## config.mk

```make
export PLATFORM = sky130hd
export DESIGN_NAME = jtcps1_pal_loader_flat
export DESIGN_NICKNAME = d
export VERILOG_FILES = /design/src/rtl/jtcps1_pal_loader_pkg.sv /design/src/rtl/jtcps1_pal_loader_if.sv /design/src/rtl/jtcps1_pal_pagesel.sv /design/src/rtl/jtcps1_pal_loader.sv /design/src/flat_wrapper.sv
export SDC_FILE = /design/constraint.sdc
export NUM_CORES = 1
export LEC_CHECK = 0
export ABC_CLOCK_PERIOD_IN_PS = 4330
export BUFFER_PORTS_ARGS = -buffer_cell sky130_fd_sc_hd__buf_4
export CORE_UTILIZATION = 30
export CTS_BUF_LIST = sky130_fd_sc_hd__clkbuf_16
export DETAILED_ROUTE_END_ITERATION = 10
export PLACE_DENSITY = 0.53
export REMOVE_ABC_BUFFERS = 1
export SYNTH_ARGS = -nofsm -noshare
export SYNTH_HDL_FRONTEND = slang
export SYNTH_SLANG_ARGS = --single-unit
```

## constraint.sdc

```tcl
create_clock -name clk -period 4.33 [get_ports clk]
set_input_delay 0.433 -clock clk [delete_from_list [all_inputs] [get_ports clk]]
set_output_delay 0.433 -clock clk [all_outputs]
set_load 0.1 [all_outputs]
```

## src/rtl/jtcps1_pal_loader_pkg.sv

```systemverilog
// Shared definitions for the CPS1 palette loader.
// Contents: page geometry, source-address shift and the loader state encoding.
package jtcps1_pal_pkg;

    localparam int PAGES          = 6;   // 512-word palette pages
    localparam int PAGE_W         = 9;   // log2 of words per page
    localparam int PAL_BASE_SHIFT = 7;   // pal_base is a 128-word aligned VRAM address
    localparam int SRC_W          = 23;  // VRAM word address width
    localparam int PAGE_SEL_W     = 3;   // page index width inside the 4096-entry palette

    typedef enum logic [2:0] {
        ST_IDLE,
        ST_START,
        ST_REQ,
        ST_WRITE,
        ST_FINISH
    } state_t;

endpackage

```

## src/rtl/jtcps1_pal_loader_if.sv

```systemverilog
// Memory-side bus of the palette loader: VRAM read port plus palette RAM write port.
// master : loader side (drives vram_addr/vram_req and the palette write port)
// slave  : memory side (returns vram_ok/vram_data, sinks the palette writes)
interface jtcps1_pal_loader_if;
    import jtcps1_pal_pkg::*;

    logic [SRC_W-1:0]              vram_addr;
    logic                          vram_req;
    logic                          vram_ok;
    logic [15:0]                   vram_data;
    logic                          pal_we;
    logic [PAGE_SEL_W+PAGE_W-1:0]  pal_waddr;
    logic [15:0]                   pal_wdata;

    modport master (
        output vram_addr, vram_req, pal_we, pal_waddr, pal_wdata,
        input  vram_ok, vram_data
    );

    modport slave (
        input  vram_addr, vram_req, pal_we, pal_waddr, pal_wdata,
        output vram_ok, vram_data
    );

endinterface

```

## src/rtl/jtcps1_pal_pagesel.sv

```systemverilog
// Next-enabled-page finder (purely combinational).
// mask       : page enable mask, bit n = page n
// cur        : page currently being copied
// from_start : search from page 0 instead of above cur
// next/valid : lowest qualifying enabled page, valid=0 when none remains
module jtcps1_pal_pagesel
    import jtcps1_pal_pkg::*;
(
    input  logic [PAGES-1:0]      mask,
    input  logic [PAGE_SEL_W-1:0] cur,
    input  logic                  from_start,
    output logic [PAGE_SEL_W-1:0] next,
    output logic                  valid
);

    // Scan downwards so the lowest qualifying page is the last one assigned.
    always_comb begin
        next  = '0;
        valid = 1'b0;
        for (int p = PAGES - 1; p >= 0; p--) begin
            if (mask[p] && (from_start || (PAGE_SEL_W'(p) > cur))) begin
                next  = PAGE_SEL_W'(p);
                valid = 1'b1;
            end
        end
    end

endmodule

```

## src/rtl/jtcps1_pal_loader.sv

```systemverilog
// Palette refresh sequencer: copies enabled 512-word pages from VRAM into the
// palette RAM at the first VB rising edge after the palette-base register is written.
// Ports: clk, rst (sync, active high), VB, pal_copy strobe, pal_base, pal_page_en,
//        bus (VRAM read + palette write, master side), busy, done.
//
// state     | meaning
// ----------|-----------------------------------------------------------
// ST_IDLE   | waiting for VB rising edge with a pending copy
// ST_START  | latch base/mask, clear pending, pick first enabled page
// ST_REQ    | VRAM read requested at src, waiting for vram_ok
// ST_WRITE  | write captured word to palette, advance src/idx/page
// ST_FINISH | one-cycle done pulse
module jtcps1_pal_loader
    import jtcps1_pal_pkg::*;
(
    input  logic                clk,
    input  logic                rst,
    input  logic                VB,
    input  logic                pal_copy,
    input  logic [15:0]         pal_base,
    input  logic [PAGES-1:0]    pal_page_en,
    jtcps1_pal_loader_if.master bus,
    output logic                busy,
    output logic                done
);

    state_t                  state_q, state_d;
    logic                    vb_d1_q, vb_d1_d;
    logic                    pending_q, pending_d;
    logic [PAGES-1:0]        mask_q, mask_d;
    logic [SRC_W-1:0]        src_q, src_d;
    logic [PAGE_SEL_W-1:0]   page_q, page_d;
    logic [PAGE_W-1:0]       idx_q, idx_d;
    logic [15:0]             data_q, data_d;

    logic                    vb_rise;
    logic [PAGES-1:0]        ps_mask;
    logic                    ps_from_start;
    logic [PAGE_SEL_W-1:0]   ps_next;
    logic                    ps_valid;

    // START searches the live mask (it is being latched that same cycle);
    // later page steps use the latched copy.
    assign ps_from_start = (state_q == ST_START);
    assign ps_mask       = ps_from_start ? pal_page_en : mask_q;

    jtcps1_pal_pagesel u_pagesel (
        .mask       (ps_mask),
        .cur        (page_q),
        .from_start (ps_from_start),
        .next       (ps_next),
        .valid      (ps_valid)
    );

    assign vb_rise = VB & ~vb_d1_q;

    always_ff @(posedge clk) begin
        if (rst) begin
            state_q   <= ST_IDLE;
            vb_d1_q   <= 1'b0;
            pending_q <= 1'b0;
            mask_q    <= '0;
            src_q     <= '0;
            page_q    <= '0;
            idx_q     <= '0;
            data_q    <= '0;
        end else begin
            state_q   <= state_d;
            vb_d1_q   <= vb_d1_d;
            pending_q <= pending_d;
            mask_q    <= mask_d;
            src_q     <= src_d;
            page_q    <= page_d;
            idx_q     <= idx_d;
            data_q    <= data_d;
        end
    end

    always_comb begin
        state_d   = state_q;
        vb_d1_d   = VB;
        pending_d = pending_q | pal_copy;
        mask_d    = mask_q;
        src_d     = src_q;
        page_d    = page_q;
        idx_d     = idx_q;
        data_d    = data_q;
        case (state_q)
            ST_IDLE: begin
                // A strobe coincident with the VB edge counts as pending.
                if (vb_rise && (pending_q || pal_copy)) state_d = ST_START;
            end
            ST_START: begin
                // A strobe during START re-arms for the following frame.
                pending_d = pal_copy;
                mask_d    = pal_page_en;
                src_d     = {pal_base, {PAL_BASE_SHIFT{1'b0}}};
                idx_d     = '0;
                page_d    = ps_next;
                state_d   = ps_valid ? ST_REQ : ST_FINISH;
            end
            ST_REQ: begin
                if (bus.vram_ok) begin
                    data_d  = bus.vram_data;
                    state_d = ST_WRITE;
                end
            end
            ST_WRITE: begin
                src_d   = src_q + 1'b1;
                idx_d   = idx_q + 1'b1;
                state_d = ST_REQ;
                if (idx_q == '1) begin
                    if (ps_valid) page_d  = ps_next;
                    else          state_d = ST_FINISH;
                end
            end
            ST_FINISH: state_d = ST_IDLE;
            default:   state_d = ST_IDLE;
        endcase
    end

    always_comb begin
        bus.vram_req  = 1'b0;
        bus.vram_addr = '0;
        bus.pal_we    = 1'b0;
        bus.pal_waddr = '0;
        bus.pal_wdata = '0;
        busy          = 1'b0;
        done          = 1'b0;
        case (state_q)
            ST_START: busy = 1'b1;
            ST_REQ: begin
                busy          = 1'b1;
                bus.vram_req  = 1'b1;
                bus.vram_addr = src_q;
            end
            ST_WRITE: begin
                busy          = 1'b1;
                bus.pal_we    = 1'b1;
                bus.pal_waddr = {page_q, idx_q};
                bus.pal_wdata = data_q;
            end
            ST_FINISH: done = 1'b1;
            default: ;
        endcase
    end

endmodule

```

## src/flat_wrapper.sv

```systemverilog
// flat-port wrapper written by rule: the top's interface ports become plain ports
module jtcps1_pal_loader_flat import jtcps1_pal_pkg::*;
  (clk, rst, VB, pal_copy, pal_base, pal_page_en, busy, done, bus_vram_addr, bus_vram_req, bus_pal_we, bus_pal_waddr, bus_pal_wdata, bus_vram_ok, bus_vram_data);
  jtcps1_pal_loader_if bus_i ();
  input  logic clk;
  input  logic rst;
  input  logic VB;
  input  logic pal_copy;
  input  logic [15:0] pal_base;
  input  logic [PAGES-1:0] pal_page_en;
  output logic busy;
  output logic done;
  output wire logic [$bits(bus_i.vram_addr)-1:0] bus_vram_addr;
  output wire logic [$bits(bus_i.vram_req)-1:0] bus_vram_req;
  output wire logic [$bits(bus_i.pal_we)-1:0] bus_pal_we;
  output wire logic [$bits(bus_i.pal_waddr)-1:0] bus_pal_waddr;
  output wire logic [$bits(bus_i.pal_wdata)-1:0] bus_pal_wdata;
  input wire logic [$bits(bus_i.vram_ok)-1:0] bus_vram_ok;
  input wire logic [$bits(bus_i.vram_data)-1:0] bus_vram_data;
  assign bus_vram_addr = bus_i.vram_addr;
  assign bus_vram_req = bus_i.vram_req;
  assign bus_pal_we = bus_i.pal_we;
  assign bus_pal_waddr = bus_i.pal_waddr;
  assign bus_pal_wdata = bus_i.pal_wdata;
  assign bus_i.vram_ok = bus_vram_ok;
  assign bus_i.vram_data = bus_vram_data;
  jtcps1_pal_loader u_core (.clk(clk), .rst(rst), .VB(VB), .pal_copy(pal_copy), .pal_base(pal_base), .pal_page_en(pal_page_en), .bus(bus_i), .busy(busy), .done(done));
endmodule
```

* After elaboration in Yosys (flattened, before gate mapping)
Cells that the tools add are included.
Storage, ports and cells: bits in registers 62, bits in latches 0, RAM bits 0, ROM bits 0, bits of input ports 43, output and inout port bits 55, logic and storage cells 79, memories 0
Cells by class: $add $sub $neg 2, multipliers 0, div/mod/pow operators 0, magnitude comparators 6, eq/ne operators 9, shift-type cells 0, muxes and demuxes 31, bitwise operators 3, reduce and logical (&&, ||, !) cells 20
Operators by type and width (number):
- $pmux W23 S2 | 1
- $mux W3 | 12
- $add A23 B1 Y23 const B | 1
- $mux W23 | 1
- $pmux W9 S2 | 1
- $mux W16 | 1
- $mux W12 | 1
- $pmux W3 S4 | 1
- $mux W1 | 11
- $add A9 B1 Y9 const B | 1
- $eq A9 B9 Y1 const B | 1
- $logic_and A1 B1 Y1 | 7
- $logic_or A1 B1 Y1 | 7
- $eq A3 B2 Y1 const B | 2
- $gt A1 B3 Y1 const A | 2
- $gt A2 B3 Y1 const A | 2
- $gt A3 B3 Y1 const A | 2
- $mux W6 | 1
- $ne A2 B1 Y1 const B | 3
- $pmux W3 S2 | 1
- $reduce_and A2 Y1 | 2
- $eq A3 B1 Y1 const B | 1
- $eq A3 B3 Y1 const B | 1
- $logic_not A3 Y1 | 1
- 7 further kinds | 7

* Longest topological paths before layout
depth in word-level cells 12, gate-level depth with buffers 9, depth with buffers taken out 9

* Cells and area by module
A second synthesis with hierarchy kept.
Second synthesis, totals: cells, all modules 457, area, all modules 3518.4 µm²
By module, submodules not included:
- jtcps1_pal_loader | times used 1, cells each 431, area each 3339.5 µm², sequential area each 1241.2 µm²
- jtcps1_pal_pagesel | times used 1, cells each 26, area each 178.9 µm², sequential area each 0.0 µm²

* Least setup slack after synthesis
Ideal clock, no wire load.
path kind flip-flop to output port, start point register u_core.state_q[1], end point output bus_vram_req, arrival 2.897 ns, required time 3.897 ns, setup slack 1.000 ns, cell stages (with the launch flop) 5, buffers on the path 2, cells stage by stage dfxtp_1 clkbuf_1 inv_1 clkbuf_1 nor3_1
On the way: cells in the longest elaborated chain, start to end 2
RTL lines:
- start: declaration | RTL line jtcps1_pal_loader.sv:27 | state_t state_q, state_d;
- start signal: assignment | RTL line jtcps1_pal_loader.sv:68 | state_q <= state_d;
- $eq A3 B2 Y1 | RTL line jtcps1_pal_loader.sv:130 | case (state_q)
- $mux W1 | RTL line jtcps1_pal_loader.sv:130
- end: declaration | RTL line flat_wrapper.sv:14 | output wire logic [$bits(bus_i.vram_req)-1:0] bus_vram_req;
No other way between the ends.

* Worst setup path after layout
start point register u_core.state_q[1], end point output bus_pal_waddr[9]
On the way: cells in the longest elaborated chain, start to end 2
RTL lines:
- $eq A3 B2 Y1 | RTL line jtcps1_pal_loader.sv:130
- $mux W12 | RTL line jtcps1_pal_loader.sv:130
- end: declaration | RTL line flat_wrapper.sv:16 | output wire logic [$bits(bus_i.pal_waddr)-1:0] bus_pal_waddr;
No other way between the ends.

==> impl_results.md <==
- Status: complete, no violations
- Vias per inst: 5.33
- Arr. time, crit path: 2.39 ns
- Final setup margin: 1.50 ns
- Clock buffer count from CTS: 9
- Post-synthesis sequential area ratio: 35.2%
- CP required: 3.90 ns
- Max-Cap Viols: 0
- Crit-path max cell delay: 0.98 ns
- CP bufs+invs: 1
- VDD IR-drop max: 0.156 mV
- ANT cells: 0
- Setup WS pre-CTS: 1.88 ns
- Core area: 11,000 µm²
- GRT Util Overall: 18.0%
- Initial antenna violation count: 0
- Routed wl met2: 4.84 mm
- Final Hold Vio Count: 0
- CTS resizes: 0
- DR WL met3: 471 µm
- Clock Tree Root: clkbuf_16
- Fill count: 1,151
- Clk pin slew, worst setup/hold paths: 0.05 ns
- Area delta synth->final: 32.4%
- CP max FO: 59
- Total gr overflow: 0
- Die W: 110 µm
- Post-synth EDFFs: 0
- Initial Util: 31.4%
- Startpoint class of the critical path: flip-flop
- TritonCTS clock tree: built
- Post-DRT Antenna Nets: 0
- Minimum clock period: 2.83 ns
- Ports: 98
- Routed WL: 10.5 mm
- Placed wire-length estimate: 6.76 mm
- XOR/XNOR Fraction of Synth Area: 0.505%
- Setup Skew: 0.00744 ns
- Ys async rst share: 0%
- Post-synthesis mux area share: 2.20%
- Hold crit path type: input pin to flip-flop
- Combinational family with the most area after synthesis: simple AND/OR/NAND/NOR gates
- Final setup fails: 0
- Via count: 3,677
- Clk buf depth: 2
- Die Y: 110 µm
- Final period utilization: 65.3%
- Worst-path cell chain: nand2_1, nor2_1, buf_4
- Row count: 38
- Synth Area in Simple Gates: 34.7%
- WL/cell: 15.2 µm
- CTS hold repair buffers: 0
- Top FF cell, synth: dfxtp_1
- CP top delay family: flip-flops
- Largest net degree at the start of global routing: 63
- Setup Crit Path Kind: flip-flop to output pin
- DR pass1 iterations: 4
- CTS Sinks: 61
- Synth warn: 0
- LEAKAGE: 1.92 nW
- Final setup TNS: 0 ns
- Share of post-route cells with drive strength above 1: 23.3%
- IO buf count: 97
- Slowest-stage cell, CP: dfxtp_2
- # H-tree levels: 3
- Synth Cell Area: 3470 µm²
- # Post-CTS Setup Buffers: 0
- Vias in the first global route: 3,491
- First-pass GRT wire length: 16.8 mm
- # DRC: 0
- Synthesized-area fraction occupied by adder cells: 1.08%
- Synth unique cells: 50
- Slew Limit Headroom: 34.2%
- Skew-Pair Late Insertion Delay: 0.33 ns
- Final net count: 591
- P per Cell Area: 350 nW/µm²
- RSZ-0062 raised after global routing: no
- Upper clock frequency limit: 354 MHz
- Pin slew with the least headroom to its limit: 0.987 ns
- FF+latch count, synth: 61
- Die area: 12,000 µm²
- Commonest non-fill, non-tap cell in the layout: buf_4
- Crit end category: output pin
- Most frequent cells in the layout: buf_4 (102), nand2_1 (72), dfxtp_1 (60)
- Initial DRC Count: 235
- Cells after Synth: 472
- Final slew viol count: 0
- Met1 WL: 4.98 mm
- Top layer in use: met4
- Compound-gate portion of the synthesized area: 20.6%
- Placer Congestion: 0.793
- Synth Area per Inst: 7.35 µm²
[Yosys cell counts (3+ instances only)]
library cell   n  area share, %
nand3_1       18            2.6
inv_1         10            1.1
nor3_1        18            2.6
nand4_1        4           0.72
a22oi_1       17            3.7
a21oi_1       45            6.5
nor2_1        34            3.7
nor2b_1        4           0.72
nand2b_1       4           0.72
and3_1        52            9.4
clkbuf_1      30            3.2
nor4_1         3           0.54
buf_2          8            1.2
mux2i_1        5            1.4
o21ai_0       21            3.0
ha_1           3            1.1
a2111oi_0      4            1.0
o22ai_1        5           0.90
a31oi_1        4           0.72
and2_1         6            1.1
and4_4         3           0.97
dfxtp_1       61             35
nand2_1       72            7.8
and4_1         3           0.76
or3_1          4           0.72
[state kept, by name, indices dropped and copies added, names as in the netlist]
| name | count |
|---|---|
| u_core.page_q | 3 |
| u_core.vb_d1_q | 1 |
| u_core.mask_q | 5 |
| u_core.pending_q | 1 |
| u_core.src_q | 23 |
| u_core.idx_q | 9 |
| u_core.data_q | 16 |
| u_core.state_q | 3 |
[final timing paths]
check                                      start                             to  slack [ns]  cells after the start
setup reg to reg  u_core.state_q[1]$_SDFFE_PP0P_  u_core.page_q[2]$_SDFFE_PP0P_        1.90                      4
hold reg to reg    u_core.data_q[3]$_SDFFE_PP0P_  u_core.data_q[3]$_SDFFE_PP0P_        0.45                      2
hold / removal                          pal_copy    u_core.pending_q$_SDFF_PP0_        0.33                      3
setup / recovery  u_core.state_q[1]$_SDFFE_PP0P_               bus_pal_waddr[9]        1.50                      3
[metrics by stage]
| stage | instances | power (W) | utilization, % | hold WS (ns) | cell area (µm²) |
|---|---|---|---|---|---|
| floorplan | 432 | 0.000711 | - | 0.426 | 3310 |
| finish | 690 | 0.00161 | 41.6 | 0.328 | 4590 |
| detailed placement | 674 | 0.000797 | 38.5 | 0.442 | 4250 |
| global route | 690 | 0.00167 | 41.6 | 0.352 | 4590 |
| CTS | 690 | 0.00163 | 41.6 | 0.319 | 4590 |
| global placement | 674 | 0.000795 | 38.5 | 0.438 | 4250 |
[area by class of cell]
type	count	area (µm²)	area share [%]
multi-input cells	361	2050	44.7
clock buffers	9	225	4.91
flip-flops and latches	61	1220	26.6
repair buffers	102	766	16.7
well taps	140	175	3.82
clock inverters	7	114	2.48
inverters	10	37.5	0.818
[where the power goes]
group	total (W)	internal (W)	switching, W
logic	0.000178	0.0000687	0.000109
clock network	0.000821	0.000559	0.000263
registers	0.000609	0.000580	0.0000292
total	0.00161	0.00121	0.000401
[logic make-up after synthesis]
group | count (synthesis)
and+or+nand+nor | 234
AOI/OAI and AO/OA | 115
DFF | 61
buffers and inverters | 50
muxes | 7
adders and majority gates | 3
xor gates and xnor gates | 2
[worst register-to-register path: cells and delay by family (launching register included)]
kind | cells | cell delay (ns)
buffers and inverters | 1 | 0.44
DFF | 1 | 0.98
AOI/OAI and AO/OA | 3 | 0.91
[layer usage]
| layer | vias to the layer above | GRT usage (%) |
|---|---|---|
| met5 | - | 0 |
| met4 | 0 | 7.43 |
| met3 | 19 | 3.62 |
| met2 | 104 | 29.8 |
| met1 | 1714 | 22.7 |
| li1 | 1840 | - |
No activity file was read; power rests on OpenSTA's default activity.
